**config.mk**
```make
export PLATFORM = sky130hd
export DESIGN_NAME = lane_collector
export DESIGN_NICKNAME = d
export VERILOG_FILES = /design/src/rtl/lane_collector_pkg.sv /design/src/rtl/lane_collector_fifo.sv /design/src/rtl/lane_collector.sv
export SDC_FILE = /design/constraint.sdc
export NUM_CORES = 1
export LEC_CHECK = 0
export CELL_PAD_IN_SITES_DETAIL_PLACEMENT = 2
export CELL_PAD_IN_SITES_GLOBAL_PLACEMENT = 2
export CORE_AREA = 2 2 75 77
export DETAILED_ROUTE_END_ITERATION = 8
export DIE_AREA = 0 0 77 79
export DONT_BUFFER_PORTS = 1
export GPL_TIMING_DRIVEN = 0
export PLACE_DENSITY_LB_ADDON = 0.1
export SLEW_MARGIN = 40
export SYNTH_ARGS = -nofsm -noshare
export SYNTH_HDL_FRONTEND = slang
export SYNTH_SLANG_ARGS = --single-unit
```
**constraint.sdc**
```tcl
create_clock -name clk -period 2.3 [get_ports clk]
set_input_delay 0.575 -clock clk [delete_from_list [all_inputs] [get_ports clk]]
set_output_delay 0.575 -clock clk [all_outputs]
set_load 0.05 [all_outputs]
```
**src/rtl/lane_collector_pkg.sv**
```systemverilog
// Shared types and helpers for the lane result collector.
package lane_collector_pkg;

  typedef enum logic [1:0] {
    IDLE    = 2'd0,
    COLLECT = 2'd1,
    WAIT    = 2'd2
  } lc_state_t;

  // Mask with the low n bits set; n is clamped to 32.
  function automatic logic [31:0] all_ones(input int n);
    if (n >= 32) return '1;
    return (32'd1 << n) - 32'd1;
  endfunction

endpackage

```
**src/rtl/lane_collector_fifo.sv**
```systemverilog
// Synchronous FIFO for completed words; registered pointers, no write-to-read bypass.
module lane_collector_fifo
  import lane_collector_pkg::*;
#(
  parameter int WIDTH = 4,
  parameter int DEPTH = 2
) (
  input  logic             clk,
  input  logic             rst_n,
  input  logic             push,
  input  logic [WIDTH-1:0] wr_data,
  input  logic             pop,
  output logic [WIDTH-1:0] rd_data,
  output logic             full,
  output logic             empty
);

  localparam int AW = (DEPTH > 1) ? $clog2(DEPTH) : 1;
  localparam int CW = $clog2(DEPTH + 1);
  localparam logic [CW-1:0] DEPTH_C = CW'(DEPTH);
  localparam logic [AW-1:0] LAST    = AW'(DEPTH - 1);

  logic [WIDTH-1:0] mem [DEPTH];
  logic [AW-1:0]    wr_ptr;
  logic [AW-1:0]    rd_ptr;
  logic [CW-1:0]    count;
  logic             do_push;
  logic             do_pop;

  assign empty   = (count == '0);
  assign full    = (count == DEPTH_C);
  assign do_pop  = pop & ~empty;
  // A full FIFO still accepts a push when the head leaves in the same cycle.
  assign do_push = push & (~full | do_pop);
  assign rd_data = empty ? '0 : mem[rd_ptr];

  // NOTE: storage has no reset; only pointers and count do, and rd_data is masked while empty.
  always_ff @(posedge clk) begin
    if (do_push) mem[wr_ptr] <= wr_data;
  end

  // NOTE: sequential state uses non-blocking assignments so every register samples pre-edge values.
  always_ff @(posedge clk) begin
    if (!rst_n) begin
      wr_ptr <= '0;
      rd_ptr <= '0;
      count  <= '0;
    end else begin
      if (do_push) wr_ptr <= (wr_ptr == LAST) ? '0 : wr_ptr + AW'(1);
      if (do_pop)  rd_ptr <= (rd_ptr == LAST) ? '0 : rd_ptr + AW'(1);
      case ({do_push, do_pop})
        2'b10:   count <= count + CW'(1);
        2'b01:   count <= count - CW'(1);
        default: count <= count;
      endcase
    end
  end

endmodule

```
**src/rtl/lane_collector.sv**
```systemverilog
// Collects one result bit per lane into a word and streams completed words out through a FIFO.
module lane_collector
  import lane_collector_pkg::*;
#(
  parameter int NUM_LANES = 4,
  parameter int DEPTH     = 2,
  parameter int CNT_W     = 16
) (
  input  logic                 clk,
  input  logic                 rst_n,
  input  logic [NUM_LANES-1:0] lane_vld,
  input  logic [NUM_LANES-1:0] lane_y,
  output logic                 lane_rdy,
  output logic                 out_valid,
  input  logic                 out_ready,
  output logic [NUM_LANES-1:0] out_data,
  output logic                 dup_err,
  input  logic                 err_clr,
  output logic [CNT_W-1:0]     word_cnt
);

  localparam logic [NUM_LANES-1:0] ALL = NUM_LANES'(all_ones(NUM_LANES));

  lc_state_t            state;
  logic [NUM_LANES-1:0] cap;
  logic [NUM_LANES-1:0] data;

  logic [NUM_LANES-1:0] accepted;
  logic [NUM_LANES-1:0] new_cap;
  logic [NUM_LANES-1:0] cap_nx;
  logic [NUM_LANES-1:0] data_nx;
  logic [NUM_LANES-1:0] push_data;
  logic                 dup;
  logic                 complete;
  logic                 pop;
  logic                 space;
  logic                 push;
  logic                 fifo_full;
  logic                 fifo_empty;

  assign out_valid = ~fifo_empty;
  assign pop       = out_valid & out_ready;
  assign space     = ~fifo_full | pop;

  // NOTE: every always_comb output gets a default first so no path can infer a latch.
  always_comb begin
    accepted  = '0;
    new_cap   = '0;
    cap_nx    = cap;
    data_nx   = data;
    dup       = 1'b0;
    complete  = 1'b0;
    push      = 1'b0;
    push_data = data;
    if (lane_rdy) begin
      accepted = lane_vld;
      new_cap  = accepted & ~cap;
      dup      = |(accepted & cap);
      cap_nx   = cap | new_cap;
      data_nx  = (data & ~new_cap) | (lane_y & new_cap);
      complete = (cap_nx == ALL);
      push     = complete & space;
      push_data = data_nx;
    end else if (state == WAIT) begin
      push = space;
    end
  end

  always_ff @(posedge clk) begin
    if (!rst_n) begin
      state    <= IDLE;
      cap      <= '0;
      data     <= '0;
      lane_rdy <= 1'b1;
      dup_err  <= 1'b0;
      word_cnt <= '0;
    end else begin
      // A duplicate in the clearing cycle takes priority over err_clr.
      if (dup)          dup_err <= 1'b1;
      else if (err_clr) dup_err <= 1'b0;

      if (push) word_cnt <= word_cnt + CNT_W'(1);

      case (state)
        IDLE, COLLECT: begin
          if (complete && space) begin
            cap   <= '0;
            data  <= '0;
            state <= IDLE;
          end else if (complete) begin
            cap      <= cap_nx;
            data     <= data_nx;
            lane_rdy <= 1'b0;
            state    <= WAIT;
          end else begin
            cap   <= cap_nx;
            data  <= data_nx;
            state <= (cap_nx != '0) ? COLLECT : IDLE;
          end
        end
        WAIT: begin
          if (space) begin
            cap      <= '0;
            data     <= '0;
            lane_rdy <= 1'b1;
            state    <= IDLE;
          end
        end
        default: begin
          cap      <= '0;
          data     <= '0;
          lane_rdy <= 1'b1;
          state    <= IDLE;
        end
      endcase
    end
  end

  lane_collector_fifo #(
    .WIDTH (NUM_LANES),
    .DEPTH (DEPTH)
  ) u_fifo (
    .clk     (clk),
    .rst_n   (rst_n),
    .push    (push),
    .wr_data (push_data),
    .pop     (pop),
    .rd_data (out_data),
    .full    (fifo_full),
    .empty   (fifo_empty)
  );

endmodule
```
==> impl_metrics.json <==
{
  "status": "complete, no violations",
  "critPathMaxFanout": 6,
  "synthAdderAreaFrac_pct": 1.280,
  "antenna_found_initial": 0,
  "grt_pass1_wl_um": 9646,
  "final_area_um2": 2186,
  "setup_violations": 0,
  "core_um2": 5338,
  "crit_path_cell_trace": "nor2_1 > nor2_1",
  "syn_inst": 201,
  "area_delta_synth_final_pct": 11.77,
  "routed_wl_um": 5702,
  "grt.total_usage_pct": 20.17,
  "hold_buffers": 0,
  "grt_pass1_vias": 1852,
  "drc": 0,
  "ys_seq_elements": 41,
  "drtAntennaViolNets": 0,
  "ir_drop_uv": 338.4,
  "hold_depth": 1,
  "die_w_um": 77,
  "clk_path_buf_depth": 2,
  "fin_crit_sh_pct": 96.31,
  "drt_iter0_markers": 61,
  "crit_top_cell": "nor2_1",
  "max_freq_mhz": 451.4,
  "critPathKind": "flip-flop to output pin",
  "rrSetupSlack_ps": 140,
  "slew_headroom_pct": 40.56,
  "max_cap_viol_count": 0,
  "yosysSeqAreaShare_pct": 46.07,
  "synth_edf_count": 8,
  "synth_common_cells": "33 x dfxtp_1, 13 x nand2_1, 12 x mux2i_1",
  "viasPerCell": 5.812,
  "place.gp.congestion": 0.7973,
  "worstRegToRegCells": 5,
  "synth_top_flop_cell": "dfxtp_1",
  "cts_num_sinks": 41,
  "hold_violations": 0,
  "die_y_um": 79,
  "cts-root-buf": "clkbuf_8",
  "synthXorXnorAreaFrac_pct": 1.344,
  "rsz0062_at_grt": "yes",
  "postPlaceCellArea_um2": 2054,
  "cp.required_ps": 1730,
  "synth_fp_nets": 215,
  "whs_endpoint": "cap[0]",
  "finalSetupTns_ps": 0,
  "num_vias": 1639,
  "numCtsBuffers": 5,
  "synthMuxAreaShare_pct": 8.445,
  "r2r_end": "word_cnt[13]",
  "diodes": 0,
  "crit_slowest_cell": "nor2_1",
  "yosys.cell_types.count": 44,
  "dpl.hpwl_um": 4178,
  "yosys-top-cells-area": "dfxtp_1 34%, edfxtp_1 12%, mux2i_1 6.1%",
  "post-route-util_pct": 40.95,
  "rows": 27,
  "hold_path_class": "primary input to flip-flop",
  "h-tree-depth": 2,
  "fillers": 616,
  "worstMarginPinSlew_ps": 888.3,
  "rr_startpoint": "lane_rdy",
  "yosysWarningCount": 0,
  "end_kind": "output pin",
  "grt_max_degree": 13,
  "powerDensity_nw_per_um2": 843.1,
  "initial_utilization_pct": 36.64,
  "clkTransAtPathRegs_ps": 80,
  "final_max_slew_viol_count": 0,
  "layout.nets": 223,
  "synth-simple-area-share_pct": 22.84,
  "grt-ovfl-total": 0,
  "yosys.area.top_type": "dfxtp_1",
  "wl_per_cell_um": 20.22,
  "crit_buf_inv": 0,
  "dr.pass1.iters": 4,
  "layout-drive-gt1-share_pct": 13.33,
  "port_buffers": 0,
  "cts_tree": "done",
  "skew_ps": 3.065,
  "clk_latency_ps": 290,
  "critPathLaunchType": "flip-flop",
  "worstPathArrival_ps": 1640,
  "synth_top_area_share_pct": 33.78,
  "synth_most_common_cell": "dfxtp_1",
  "synth_compound_gate_area_share_pct": 16.89,
  "critPathMaxStageDelay_ps": 720,
  "post-route-min-period_ps": 2215,
  "crit_family": "simple AND/OR/NAND/NOR gates",
  "synth_area_um2": 1956,
  "p_leak_nw": 0.7112,
  "synth_top_family_by_area": "simple AND/OR/NAND/NOR gates",
  "num_io_pins": 35,
  "synth_area_per_cell_um2": 9.729,
  "synthArstFlopShare_pct": 0,
  "die-area_um2": 6083,
  "hp-start": "lane_vld[0]"
}
-- layout by cell type (no fill, tap or decap), drive strengths merged, types with 3 or more instances in the layout --
| master | count |
|---|---|
| a21oi | 10 |
| a22o | 10 |
| clkbuf | 17 |
| dfxtp | 33 |
| edfxtp | 8 |
| inv | 5 |
| mux2 | 4 |
| mux2i | 12 |
| nand2 | 13 |
| nand2b | 11 |
| nand3 | 7 |
| nand3b | 4 |
| nand4 | 3 |
| nor2 | 9 |
| nor3 | 5 |
| nor4 | 8 |
| o21ai | 9 |
| o31ai | 5 |
| or4 | 6 |
-- what timing repair did --
item                       CTS  global route
hold endpoints to repair     0             0
setup buffers                1             0
setup endpoints to repair   12             6
gates resized for setup      6             7
pin swaps                    1             0
-- kinds of logic (layout without fill, tap and decap cells) --
group	Yosys count	count (layout)
adders and majority gates	2	2
and+or+nand+nor	77	77
xor gates and xnor gates	3	3
buffers and inverters	16	25
DFF	41	41
AOI/OAI and AO/OA	46	46
muxes	16	16
-- flip-flops by register name (all words and copies together) (netlist names), named ones only --
name,flops
data,4
u_fifo.wr_ptr,1
u_fifo.mem,8
word_cnt,16
cap,4
state,2
lane_rdy,1
u_fifo.count,2
u_fifo.rd_ptr,1
dup_err,1
-- layer usage --
layer	wire length (um)	track usage [%]	vias to the layer above
met5	0	0	-
met4	42	4.286	0
met3	203	4.773	5
met2	2885	35.00	28
met1	2570	25.70	824
li1	-	-	782
-- power by group --
part | internal (W) | switching (W)
clock network | 0.000245 | 0.000239
registers | 0.000801 | 0.0000794
logic | 0.000142 | 0.000337
-- worst max path at each step --
stage / startpoint / to / cells past startpoint
3_3_place_gp: lane_rdy / u_fifo.count[1] / 6
2_1_floorplan: lane_rdy / u_fifo.count[1] / 6
4_1_cts: word_cnt[4] / word_cnt[10] / 4
3_5_place_dp: lane_rdy / u_fifo.count[1] / 6
5_1_grt: u_fifo.count[0] / out_data[0] / 2
6_report: u_fifo.count[0] / out_data[0] / 2
-- cell type report --
| class | instances | area (um^2) | area share (%) |
|---|---|---|---|
| plain buffers | 10 | 40.04 | 1.832 |
| repair buffers | 1 | 7.507 | 0.3434 |
| multi-input cells | 144 | 1025 | 46.88 |
| inverters | 6 | 22.52 | 1.030 |
| clock buffers | 8 | 90.09 | 4.121 |
| well taps | 72 | 90.09 | 4.121 |
| flip-flops and latches | 41 | 910.9 | 41.67 |
-- metrics by stage --
stage / total power, W / hold WS [ps] / setup slack (ps) / instances
after floorplan: 0.001258 / 436.9 / 3.766 / 201
after global placement: 0.001323 / 452.4 / -484.9 / 273
after detailed placement: 0.001358 / 458.9 / -400.2 / 273
after CTS: 0.001855 / 401.5 / 15.84 / 282
after global routing: 0.001950 / 400.3 / -10.28 / 282
final: 0.001843 / 414.0 / 84.77 / 282
Power figures use the tool's default switching activity.
